<file path="config.mk">
export PLATFORM = sky130hd
export DESIGN_NAME = fifo_buffer
export DESIGN_NICKNAME = d
export VERILOG_FILES = /design/src/rtl/fifo_pkg.sv /design/src/rtl/fifo_ram.sv /design/src/rtl/fifo_buffer.sv
export SDC_FILE = /design/constraint.sdc
export NUM_CORES = 1
export LEC_CHECK = 0
export CAP_MARGIN = 20
export CORE_MARGIN = 4
export CORE_UTILIZATION = 30
export CTS_BUF_LIST = sky130_fd_sc_hd__clkbuf_2
export CTS_CLUSTER_DIAMETER = 50
export CTS_CLUSTER_SIZE = 14
export DETAILED_ROUTE_END_ITERATION = 12
export PLACE_DENSITY = 0.56
export SLEW_MARGIN = 30
export SYNTH_ARGS = -nofsm -noshare
export SYNTH_HDL_FRONTEND = slang
export SYNTH_SLANG_ARGS = --single-unit
</file>
<file path="constraint.sdc">
create_clock -name wrclk -period 2.9 [get_ports wrclk]
set_input_delay 0.87 -clock wrclk [delete_from_list [all_inputs] [get_ports wrclk]]
set_output_delay 0.87 -clock wrclk [all_outputs]
set_load 0.02 [all_outputs]
</file>
<file path="src/rtl/fifo_pkg.sv">
`default_nettype none
// ============================================================================
// Module      : fifo_pkg
// Description : Shared types and default sizing for the single-clock FIFO
//               buffer and its storage array.
// Revision    : 1.0 - initial release
// ============================================================================
package fifo_pkg;

    localparam int DATA_WIDTH = 8;
    localparam int DEPTH      = 16;
    localparam int AW         = $clog2(DEPTH);

    typedef logic                  bit_t;
    typedef logic [DATA_WIDTH-1:0] data_t;
    typedef logic [AW:0]           ptr_t;

endpackage : fifo_pkg
`default_nettype wire

</file>
<file path="src/rtl/fifo_ram.sv">
`default_nettype none
// ============================================================================
// Module      : fifo_ram
// Description : Simple dual-port DEPTH x DATA_WIDTH storage array with a
//               synchronous write port and a registered read port.
// Revision    : 1.0 - initial release
// ============================================================================
module fifo_ram #(
    parameter int DATA_WIDTH = fifo_pkg::DATA_WIDTH,
    parameter int DEPTH      = fifo_pkg::DEPTH,
    parameter int AW         = $clog2(DEPTH)
) (
    input  logic                  clk,
    input  logic                  rst_n,
    input  logic                  we,
    input  logic [AW-1:0]         waddr,
    input  logic [DATA_WIDTH-1:0] wdata,
    input  logic                  re,
    input  logic [AW-1:0]         raddr,
    output logic [DATA_WIDTH-1:0] rdata
);
    import fifo_pkg::*;

    logic [DATA_WIDTH-1:0] r_mem [DEPTH];

    // Storage write; contents are deliberately left unreset.
    always_ff @(posedge clk) begin
        if (we) begin
            r_mem[waddr] <= wdata;
        end
    end

    // Registered read; holds the last word when no read is requested.
    // A same-address write at the same edge returns the old contents.
    always_ff @(posedge clk or negedge rst_n) begin
        if (!rst_n) begin
            rdata <= '0;
        end else if (re) begin
            rdata <= r_mem[raddr];
        end
    end

endmodule : fifo_ram
`default_nettype wire

</file>
<file path="src/rtl/fifo_buffer.sv">
`default_nettype none
// ============================================================================
// Module      : fifo_buffer
// Description : Single-clock FIFO with registered read data, full/empty
//               status, occupancy count and one-cycle overflow/underflow
//               error pulses.
// Revision    : 1.0 - initial release
// ============================================================================
module fifo_buffer #(
    parameter  int DATA_WIDTH = fifo_pkg::DATA_WIDTH,
    parameter  int DEPTH      = fifo_pkg::DEPTH,
    localparam int AW         = $clog2(DEPTH)
) (
    input  logic                  wrclk,
    input  logic                  arst_n,
    input  logic                  push,
    input  logic [DATA_WIDTH-1:0] data_in,
    input  logic                  pop,
    output logic [DATA_WIDTH-1:0] data_out,
    output logic                  full,
    output logic                  empty,
    output logic [AW:0]           count,
    output logic                  overflow,
    output logic                  underflow
);
    import fifo_pkg::*;

    // Pointers carry one extra wrap bit so full and empty are distinguishable.
    logic [AW:0] r_wr_ptr;
    logic [AW:0] r_rd_ptr;
    bit_t        r_overflow;
    bit_t        r_underflow;

    bit_t w_full;
    bit_t w_empty;
    bit_t w_push_ok;
    bit_t w_pop_ok;

    // Status and acceptance decode; a push into a full FIFO is still taken
    // when a pop frees the oldest slot at the same edge.
    always_comb begin
        w_full    = (r_wr_ptr[AW-1:0] == r_rd_ptr[AW-1:0]) &&
                    (r_wr_ptr[AW] != r_rd_ptr[AW]);
        w_empty   = (r_wr_ptr == r_rd_ptr);
        w_pop_ok  = pop && !w_empty;
        w_push_ok = push && (!w_full || w_pop_ok);
    end

    // Pointer advance and registered error pulses; rejected requests only
    // raise their pulse and leave the pointers alone.
    always_ff @(posedge wrclk or negedge arst_n) begin
        if (!arst_n) begin
            r_wr_ptr    <= '0;
            r_rd_ptr    <= '0;
            r_overflow  <= 1'b0;
            r_underflow <= 1'b0;
        end else begin
            if (w_push_ok) begin
                r_wr_ptr <= r_wr_ptr + 1'b1;
            end
            if (w_pop_ok) begin
                r_rd_ptr <= r_rd_ptr + 1'b1;
            end
            r_overflow  <= push && !w_push_ok;
            r_underflow <= pop && !w_pop_ok;
        end
    end

    fifo_ram #(
        .DATA_WIDTH (DATA_WIDTH),
        .DEPTH      (DEPTH),
        .AW         (AW)
    ) u_ram (
        .clk   (wrclk),
        .rst_n (arst_n),
        .we    (w_push_ok),
        .waddr (r_wr_ptr[AW-1:0]),
        .wdata (data_in),
        .re    (w_pop_ok),
        .raddr (r_rd_ptr[AW-1:0]),
        .rdata (data_out)
    );

    assign full      = w_full;
    assign empty     = w_empty;
    assign count     = r_wr_ptr - r_rd_ptr;
    assign overflow  = r_overflow;
    assign underflow = r_underflow;

endmodule : fifo_buffer
`default_nettype wire

</file>
==> flow_summary.ini <==
[job]
cap_violations = 0

[setup_path]
start_kind = flip-flop
cp_common_cell = inv_2
endpoint_kind = output pin
crit_family = adder cells
slowest_delay_ns = 0.43
path_class = reg2out
crit_required_ns = 2.03
cp_max_fo = 2
crit_chain = inv_2, ha_4, inv_2, fa_2, a21o_1, a21oi_2, xnor2_1, buf_4
reg2reg_from = r_wr_ptr[1]$_DFFE_PN0P_
critPathLaunch = r_wr_ptr[0]$_DFFE_PN0P_
critPathBufInv = 3
crit_arrival_ns = 2.28
slowest_stage = dfrtp_1

[logic_synthesis]
syn_inst = 301
yosys_warnings = 0
ys_seq_area_share_pct = 72.9
ys_types = 31
syn-mean-instance-area_sq_um = 19.8
syn_area_sq_mm = 0.00596
syn_nets = 323
synth_seq_cells = 148

[routing]
wl_per_cell_microns = 18.7
drtIter0Drc = 282
drc_errors = 0
vias = 3020
vias_per_cell = 4.62
ant_nets = 0
first_pass_iters = 4
drt-total-wl_microns = 12300

[final_layout]
final_cell_mix = edfxtp_1, buf_4, clkdlybuf4s50_1
num_antenna_cells = 0
layout_commonest_cell = edfxtp_1
layout.nets = 399
fill_cells = 1889
area_growth_pct = 18.8
drive_above_1_share_pct = 29.3

[sta]
relSlewSlack_pct = 49.4
whs_ns = 0.522
worst_slack_ns = -0.252
max_freq_mhz = 317
hold_viol = 0
timing.final.crit_share_pct = 109
finalSetupViolCount = 3
rsz0062_at_grt = true
slew_viol_final = 0
finalCriticalPeriod_ns = 3.15
tightestPinTransition_ns = 0.756
finClkSkew_ns = 0.0216

[power]
p_per_area_mw_per_mm2 = 958
p_int_w = 0.00440
combinationalPowerShare_pct = 43.7
p_switching_w = 0.00239
power_frac_seq_pct = 41.1
irDropWorstVdd_mv = 0.407
leakagePower_nw = 2.43
p_total_w = 0.00678
p_clk_share_pct = 15.2
power_switching_share_pct = 35.2

[clocking]
clock_sinks = 148
clock_latency_ns = 0.68
numCtsBuffers = 17
h-tree-depth = 4
clk_pin_slew_ns = 0.19
cts_root_buf = clkbuf_2
clock_path_buffers = 2
cts_tree = done

[outcome]
violations = negative setup slack
status = finished, violations left

[place]
place.gp.congestion = 0.766
dp_hpwl_microns = 7520
port_buffers = 28

[global_routing]
grt.total_usage_pct = 11.8
antenna_found_initial = 0
grt_pass1_vias = 3235
grt-ovfl-total = 0
grt_pass1_wl_microns = 19100
grt_max_degree = 36

[die]
die_h_microns = 149
core_sq_mm = 0.0195
start_util_pct = 30.5
dieWidth_microns = 149
rows = 51
die_area_sq_mm = 0.0222
io_pins = 29

[min_path]
holdCritPathClass = in2async
routing by layer:
layer,vias to the layer above,global-route usage [%],wire (microns)
met1,1552,15.5,5560
met2,74,18.9,5960
met3,13,3.56,580
li1,1381,-,-
met5,-,0,0
met4,0,3.75,159
what timing repair did:
action	4_1_cts	5_1_grt
endpoints found under the setup margin	7	6
gates resized for setup	47	5
hold buffers	0	0
endpoints found under the hold margin	0	0
buffers inserted	10	2
pin swaps	10	9
final cells by class:
type,count,area [sq um],area share [%]
sequential,148,4350,61.4
multi-input combinational,132,1570,22.2
timing repair buffer,70,594,8.40
tap,265,332,4.68
clock inverter,12,109,1.54
clock buffer,19,95.1,1.34
inverter,8,30.0,0.424
cells in the mapped netlist:
master	count	area, sq um
and2_1	1	6.26
buf_1	1	3.75
o21ai_0	2	10.0
nor3_1	4	20.0
o22ai_1	16	100
a21oi_1	10	50.1
inv_2	1	3.75
nor2_1	13	48.8
o211ai_1	1	7.51
nor4b_1	1	8.76
ha_1	9	113
clkbuf_1	4	15.0
buf_4	1	7.51
fa_1	1	20.0
nand2b_1	2	12.5
buf_2	3	15.0
buf_6	3	33.8
clkbuf_8	1	13.8
o21a_1	1	7.51
dfrtp_1	20	500
mux4_1	20	526
mux4_2	12	270
edfxtp_1	128	3840
o31a_1	1	8.76
nand2_1	10	37.5
mux2_2	8	90.1
nand4_1	5	31.3
xor2_1	3	26.3
inv_1	7	26.3
a21o_1	2	15.0
xnor2_1	10	87.6
cells by family (layout without fill, tap and decap cells):
| logic type | count (synthesis) | count (layout) | share of synthesized area, % |
|---|---|---|---|
| DFF | 148 | 148 | 72.9 |
| xor gates and xnor gates | 13 | 13 | 1.91 |
| buffers and inverters | 21 | 109 | 1.99 |
| and+or+nand+nor | 36 | 36 | 2.77 |
| AOI/OAI and AO/OA | 33 | 33 | 3.34 |
| muxes | 40 | 40 | 14.9 |
| adders and majority gates | 10 | 10 | 2.23 |
power by group through the flow:
stage	clock [W]	combinational [W]	sequential, W
3_5_place_dp	0	0.00274	0.00283
3_3_place_gp	0	0.00271	0.00281
2_1_floorplan	0	0.00170	0.00285
6_report	0.00103	0.00297	0.00279
4_1_cts	0.00108	0.00294	0.00279
5_1_grt	0.00118	0.00324	0.00282
state kept, by name, summed over array words and instances (netlist names):
signal / count
overflow: 1
underflow: 1
r_wr_ptr: 5
u_ram.rdata: 8
r_rd_ptr: 5
u_ram.r_mem: 128
stage by stage:
stage	std cells	area, sq um	util (%)	setup slack (ns)	setup TNS [ns]
2_1_floorplan	301	5960	-	0.121	0
3_3_place_gp	611	6710	34.4	-0.0744	-0.0744
3_5_place_dp	611	6710	34.4	-0.124	-0.124
4_1_cts	652	7040	36.1	-0.362	-0.816
5_1_grt	654	7080	36.2	-0.443	-1.36
6_report	654	7080	36.2	-0.252	-0.358
worst paths after layout:
kind                                           endpoint  slack, ns  depth (start not counted)
setup / recovery                               count[4]      -0.25                          8
hold / removal                  r_rd_ptr[1]$_DFFE_PN0P_       0.52                          2
setup reg to reg           u_ram.r_mem[13][0]$_DFFE_PP_       0.54                         10
hold reg to reg                 r_rd_ptr[4]$_DFFE_PN0P_       0.54                          1
max in group asynchronous       r_rd_ptr[3]$_DFFE_PN0P_       2.14                          2
min in group wrclk              r_rd_ptr[4]$_DFFE_PN0P_       0.54                          1
No activity file was read; power rests on OpenSTA's default activity.
